File: config.mk
export PLATFORM = sky130hd
export DESIGN_NAME = wrr_pkt_arbiter_flat
export DESIGN_NICKNAME = d
export VERILOG_FILES = /design/src/rtl/wrr_pkt_arbiter_if.sv /design/src/rtl/wrr_pkt_arbiter.sv /design/src/flat_wrapper.sv
export SDC_FILE = /design/constraint.sdc
export NUM_CORES = 1
export LEC_CHECK = 0
export CAP_MARGIN = 15
export CORE_MARGIN = 1.5
export CORE_UTILIZATION = 40
export CTS_CLUSTER_DIAMETER = 60
export CTS_CLUSTER_SIZE = 10
export DETAILED_ROUTE_END_ITERATION = 6
export PLACE_DENSITY_LB_ADDON = 0.15
export SYNTH_ARGS = -nofsm -noshare
export SYNTH_HDL_FRONTEND = slang
export SYNTH_SLANG_ARGS = --single-unit
export TNS_END_PERCENT = 50
File: constraint.sdc
create_clock -name iClk -period 9.85 [get_ports iClk]
set_clock_uncertainty 0.15 [all_clocks]
set_input_delay 1.97 -clock iClk [delete_from_list [all_inputs] [get_ports iClk]]
set_output_delay 1.97 -clock iClk [all_outputs]
set_load 0.05 [all_outputs]
File: src/rtl/wrr_pkt_arbiter_if.sv
// Handshake bundle between per-queue request logic (master) and the
// packet-granular WRR arbiter (slave).
interface wrr_pkt_arbiter_if #(
  parameter int ARB_NUM = 8,
  parameter int WW      = 4
);
  logic [ARB_NUM-1:0]    req;
  logic                  done;
  logic [ARB_NUM*WW-1:0] weight;
  logic                  weight_load;
  logic [ARB_NUM-1:0]    gnt;
  logic                  gnt_vld;
  logic                  refresh;

  modport master (
    output req, done, weight, weight_load,
    input  gnt, gnt_vld, refresh
  );

  modport slave (
    input  req, done, weight, weight_load,
    output gnt, gnt_vld, refresh
  );
endinterface

File: src/rtl/wrr_pkt_arbiter.sv
// Packet-granular weighted round-robin arbiter.
// Per-channel credit counters gate requests; a rotating pointer picks the
// winner; the grant is held until the read engine pulses done. Weight 0
// disables a channel. Credits are refreshed only when every requester with a
// non-zero weight has run out of credit.
// Optional build macro: WRR_WORK_CONSERVING_EN -- when defined, the refresh
// cycle also arbitrates (using init in place of credit), so there is no bubble.
module wrr_pkt_arbiter #(
  parameter int ARB_NUM    = 8,
  parameter int WEIGHT_MAX = 8
) (
  input  logic             iClk,
  input  logic             iRst_n,
  wrr_pkt_arbiter_if.slave bus
);
  localparam int WW = $clog2(WEIGHT_MAX) + 1;
  localparam int PW = (ARB_NUM > 1) ? $clog2(ARB_NUM) : 1;

  typedef enum logic {IDLE, BUSY} state_t;

  state_t             state_reg, state_next;
  logic [PW-1:0]      ptr_reg, ptr_next;
  logic [PW-1:0]      gnt_idx_reg, gnt_idx_next;
  logic [ARB_NUM-1:0] gnt_reg, gnt_next;
  logic               refresh_reg, refresh_next;

  logic [WW-1:0]      init_reg   [ARB_NUM];
  logic [WW-1:0]      credit_reg [ARB_NUM];

  logic [ARB_NUM-1:0] eligible;   // requesting and still holding credit
  logic [ARB_NUM-1:0] weighted;   // requesting and not disabled by weight 0
  logic [ARB_NUM-1:0] arb_set;    // set the round-robin search runs over
  logic               starved;
  logic               win_found;
  logic [PW-1:0]      win_idx;
  logic [PW:0]        sum_tmp;
  logic [PW-1:0]      cand;
  logic               do_refresh;
  logic               do_dec;

  // Per-channel request qualification
  for (genvar gi = 0; gi < ARB_NUM; gi++) begin : g_chan
    assign eligible[gi] = bus.req[gi] & (credit_reg[gi] != '0);
    assign weighted[gi] = bus.req[gi] & (init_reg[gi] != '0);
  end

  assign starved = (eligible == '0) & (|weighted);

  // Round-robin search: first member of arb_set at or after the pointer
  always_comb begin
    arb_set = eligible;
`ifdef WRR_WORK_CONSERVING_EN
    if (eligible == '0) arb_set = weighted;
`endif
    win_found = 1'b0;
    win_idx   = '0;
    sum_tmp   = '0;
    cand      = '0;
    for (int k = 0; k < ARB_NUM; k++) begin
      sum_tmp = {1'b0, ptr_reg} + (PW+1)'(k);
      if (sum_tmp >= (PW+1)'(ARB_NUM)) sum_tmp = sum_tmp - (PW+1)'(ARB_NUM);
      cand = sum_tmp[PW-1:0];
      if (!win_found && arb_set[cand]) begin
        win_found = 1'b1;
        win_idx   = cand;
      end
    end
  end

  // FSM next-state and registered-output decode
  always_comb begin
    state_next   = state_reg;
    ptr_next     = ptr_reg;
    gnt_idx_next = gnt_idx_reg;
    gnt_next     = gnt_reg;
    refresh_next = 1'b0;
    do_refresh   = 1'b0;
    do_dec       = 1'b0;
    case (state_reg)
      IDLE: begin
        if (starved) begin
          // a coincident weight load supersedes the refresh
          do_refresh   = ~bus.weight_load;
          refresh_next = ~bus.weight_load;
`ifdef WRR_WORK_CONSERVING_EN
          if (win_found) begin
            gnt_next          = '0;
            gnt_next[win_idx] = 1'b1;
            gnt_idx_next      = win_idx;
            state_next        = BUSY;
          end
`endif
        end else if (win_found) begin
          gnt_next          = '0;
          gnt_next[win_idx] = 1'b1;
          gnt_idx_next      = win_idx;
          state_next        = BUSY;
        end
      end
      BUSY: begin
        if (bus.done) begin
          do_dec     = 1'b1;
          ptr_next   = (gnt_idx_reg == PW'(ARB_NUM - 1)) ? '0 : gnt_idx_reg + PW'(1);
          gnt_next   = '0;
          state_next = IDLE;
        end
      end
      default: state_next = IDLE;
    endcase
  end

  // FSM, pointer and grant registers
  always_ff @(posedge iClk or negedge iRst_n) begin
    if (!iRst_n) begin
      state_reg   <= IDLE;
      ptr_reg     <= '0;
      gnt_idx_reg <= '0;
      gnt_reg     <= '0;
      refresh_reg <= 1'b0;
    end else begin
      state_reg   <= state_next;
      ptr_reg     <= ptr_next;
      gnt_idx_reg <= gnt_idx_next;
      gnt_reg     <= gnt_next;
      refresh_reg <= refresh_next;
    end
  end

  // Weight and credit registers: load beats refresh beats decrement
  always_ff @(posedge iClk or negedge iRst_n) begin
    if (!iRst_n) begin
      for (int i = 0; i < ARB_NUM; i++) begin
        init_reg[i]   <= '1;
        credit_reg[i] <= '1;
      end
    end else begin
      for (int i = 0; i < ARB_NUM; i++) begin
        if (bus.weight_load) begin
          init_reg[i]   <= bus.weight[(ARB_NUM-1-i)*WW +: WW];
          credit_reg[i] <= bus.weight[(ARB_NUM-1-i)*WW +: WW];
        end else if (do_refresh) begin
          credit_reg[i] <= init_reg[i];
        end else if (do_dec && (gnt_idx_reg == PW'(i)) && (credit_reg[i] != '0)) begin
          credit_reg[i] <= credit_reg[i] - WW'(1);
        end
      end
    end
  end

  assign bus.gnt     = gnt_reg;
  assign bus.gnt_vld = |gnt_reg;
  assign bus.refresh = refresh_reg;
endmodule

File: src/flat_wrapper.sv
// flat-port wrapper written by rule: the top's interface ports become plain ports
module wrr_pkt_arbiter_flat 
#(
  parameter int ARB_NUM    = 8,
  parameter int WEIGHT_MAX = 8
)
  (iClk, iRst_n, bus_req, bus_done, bus_weight, bus_weight_load, bus_gnt, bus_gnt_vld, bus_refresh);
  wrr_pkt_arbiter_if #(.ARB_NUM(ARB_NUM), .WW((4))) bus_i ();
  input  logic iClk;
  input  logic iRst_n;
  input wire logic [$bits(bus_i.req)-1:0] bus_req;
  input wire logic [$bits(bus_i.done)-1:0] bus_done;
  input wire logic [$bits(bus_i.weight)-1:0] bus_weight;
  input wire logic [$bits(bus_i.weight_load)-1:0] bus_weight_load;
  output wire logic [$bits(bus_i.gnt)-1:0] bus_gnt;
  output wire logic [$bits(bus_i.gnt_vld)-1:0] bus_gnt_vld;
  output wire logic [$bits(bus_i.refresh)-1:0] bus_refresh;
  assign bus_i.req = bus_req;
  assign bus_i.done = bus_done;
  assign bus_i.weight = bus_weight;
  assign bus_i.weight_load = bus_weight_load;
  assign bus_gnt = bus_i.gnt;
  assign bus_gnt_vld = bus_i.gnt_vld;
  assign bus_refresh = bus_i.refresh;
  wrr_pkt_arbiter #(.ARB_NUM(ARB_NUM), .WEIGHT_MAX(WEIGHT_MAX)) u_core (.iClk(iClk), .iRst_n(iRst_n), .bus(bus_i));
endmodule
==> qor.yml <==
finalSetupViolations: 0
critPathLaunchType: "primary input"
synth_edf_count: 0
pwr_density_cell_nw_per_um2: 285.8
first_iter_violations: 316
end_kind: "flop"
final_cell_mix: "dfstp_2 (64), nand2_1 (53), clkdlybuf4s50_1 (51), inv_1 (48)"
r2r_slack_ps: 5580
fin_setup_tns_ps: 0
io_pins: 54
min_period_over_period: 0.4859
drive_above_1_share: 0.2407
final_nets: 670
coreArea_um2: 13350
regArea_um2: 2082
critPathSlowestCell: "o32ai_1"
ys_ff_latch: 80
p_leak_nw: 2.536
r2r_start: "u_core.ptr_reg[0]"
viasPerCell: 5.760
clock_sinks: 80
synth_warnings: 0
critPathKind: "primary input to flop"
worstPathCellList: "clkdlybuf4s50_1 > inv_1 > o32ai_1 > mux4_2 > nor3_2 > a311o_1 > a221oi_2 > or3b_4 > nor2_2 > a22o_1"
grt_usage: 0.2045
cts-root-buf: "clkbuf_16"
rr_endpoint: "u_core.bus.gnt[0]"
post-cts-setup-buffer-count: 0
yosysSeqAreaShare: 0.3776
status: "finished, final reports clean"
crit_end: "u_core.bus.gnt[3]"
dp_hpwl_um: 9900
rsz0062_at_grt: "false"
maxSlewHeadroom: 0.3859
clk_path_buf_depth: 2
cts_hold_buf: 0
crit_path_max_incr_delay_ps: 670
finalCriticalPeriod_ps: 4786
start_util: 0.4131
syn_nets: 630
drv_slew: 0
synth_cells: 570
finalHoldViolCount: 0
cts-htree-levels: 3
syn_area_um2: 5514
placed_cells: 775
multi_input_area_um2: 3093
wl_um: 13640
hold_path.class: "flop to flop"
cts_buffers: 9
cts_tree: "built"
drc_errors: 0
first_pass_iters: 5
port_buffers: 53
synth_cell_types: 77
final-instance-count-excl-fill: 791
cp.arrival_ps: 4870
rr_worst_depth: 9
rows: 42
cts_resized: 0
worst_slew_pin_slew_ps: 921.1
gr-total-overflow: 0
maxCapViolCount: 0
crit_start: "bus_req[7]"
required_ps: 9930
post_drt_wl_per_cell_um: 17.25
cp_max_fo: 6
fp.dieH_um: 120.4
synth_area_per_cell_um2: 9.674
clk_latency_ps: 350
grt_max_degree: 94
drt.antenna.violating_nets: 0
vias: 4556
grt_pass1_vias: 4399
final_common_cell: "dfstp_2"
num-fill-cells: 1268
peakVddDrop_uv: 96.95
dieArea_um2: 14500
synth_top_cell_by_area: "dfstp_2"
grt_pass1_wl_um: 23290
ys_async_sr_fraction: 1.000
antenna_found_initial: 0
antenna_cells: 0
netlist.area_leader.share: 0.3050
fmax_ghz: 0.2089
place.gp.congestion: 0.8770
die_w_um: 120.4
ys_dominant_reg_cell: "dfstp_2"
syn_to_final_growth_pct: 16.72
synth_top_cells_by_area: "dfstp_2 (30%), dfrtp_1 (7.3%), mux2_2 (5.1%)"
path_clk_slew_ps: 60
==> critical path: cells and delay by family <==
kind	cells	cell delay (ps)
AND/OR/NAND/NOR	3	290
buffers and inverters	2	690
AO/OA/AOI/OAI	4	1440
multiplexers	1	460
==> Yosys cell counts, drive strengths merged (4+ instances only) <==
cell type	n
dfstp	64
nand2	54
a221oi	10
or3b	7
o211ai	6
mux2	26
o31ai	5
nand4	5
inv	51
nor3b	6
clkbuf	20
nor2b	4
a21oi	28
nand3	5
o21bai	4
nor2	43
o22ai	6
o221ai	4
o41ai	8
o21ai	50
a22o	6
nand2b	6
a211oi	7
buf	7
mux2i	13
a31oi	6
ha	16
o21a	4
a221o	4
nor3	11
dfrtp	16
mux4	13
xnor2	14
or2	4
==> power breakdown <==
part	internal [mW]	total, mW	switching, mW
sequential	0.434	0.536	0.102
combinational	0.426	0.961	0.535
clock	0.209	0.343	0.133
total	1.07	1.84	0.770
==> per-layer routing <==
layer / GRT usage / part of all wire / vias to the layer above
met5: 0 / 0 / -
met4: 0.07941 / 0.021 / 0
met3: 0.03302 / 0.052 / 20
met2: 0.3139 / 0.46 / 129
met1: 0.2891 / 0.47 / 2223
li1: - / - / 2184
==> area by class of cell <==
cell class,instances,share of cell area
Inverter,52,0.03033
Tap cell,176,0.03421
Sequential cell,80,0.3235
Clock inverter,3,0.006221
Multi-Input combinational cell,411,0.4806
Clock buffer,13,0.04044
Timing Repair Buffer,56,0.08476
==> logic make-up after synthesis <==
logic type | after synthesis | synth area share
mux | 52 | 0.1355
fa+ha+maj | 16 | 0.03631
compound gates | 170 | 0.2144
simple gates | 159 | 0.1511
xor+xnor | 14 | 0.02360
buf+inv | 79 | 0.06149
flops | 80 | 0.3776
==> stage by stage <==
step	setup WS, ps	utilization	hold slack, ps	total power, mW	cell area [um2]
final	5064	0.4822	323.6	1.840	6436
after CTS	5099	0.4822	322.7	1.849	6436
after detailed placement	4737	0.4597	314.3	1.494	6136
after floorplan	5696	-	297.8	1.278	5514
after global routing	4845	0.4822	339.5	1.979	6436
after global placement	4816	0.4597	304.3	1.479	6136
==> how the worst min path moves through the flow <==
| stage | start | to | slack [ps] | depth (start not counted) |
|---|---|---|---|---|
| 3_3_place_gp | u_core.credit_reg[19] | u_core.credit_reg[19] | 300 | 2 |
| 2_1_floorplan | u_core.credit_reg[19] | u_core.credit_reg[19] | 300 | 2 |
| 3_5_place_dp | u_core.credit_reg[19] | u_core.credit_reg[19] | 310 | 2 |
| 5_1_grt | u_core.credit_reg[19] | u_core.credit_reg[19] | 340 | 2 |
| 4_1_cts | u_core.credit_reg[19] | u_core.credit_reg[19] | 320 | 2 |
| 6_report | u_core.credit_reg[19] | u_core.credit_reg[19] | 320 | 2 |
No activity file was read; power rests on OpenSTA's default activity.
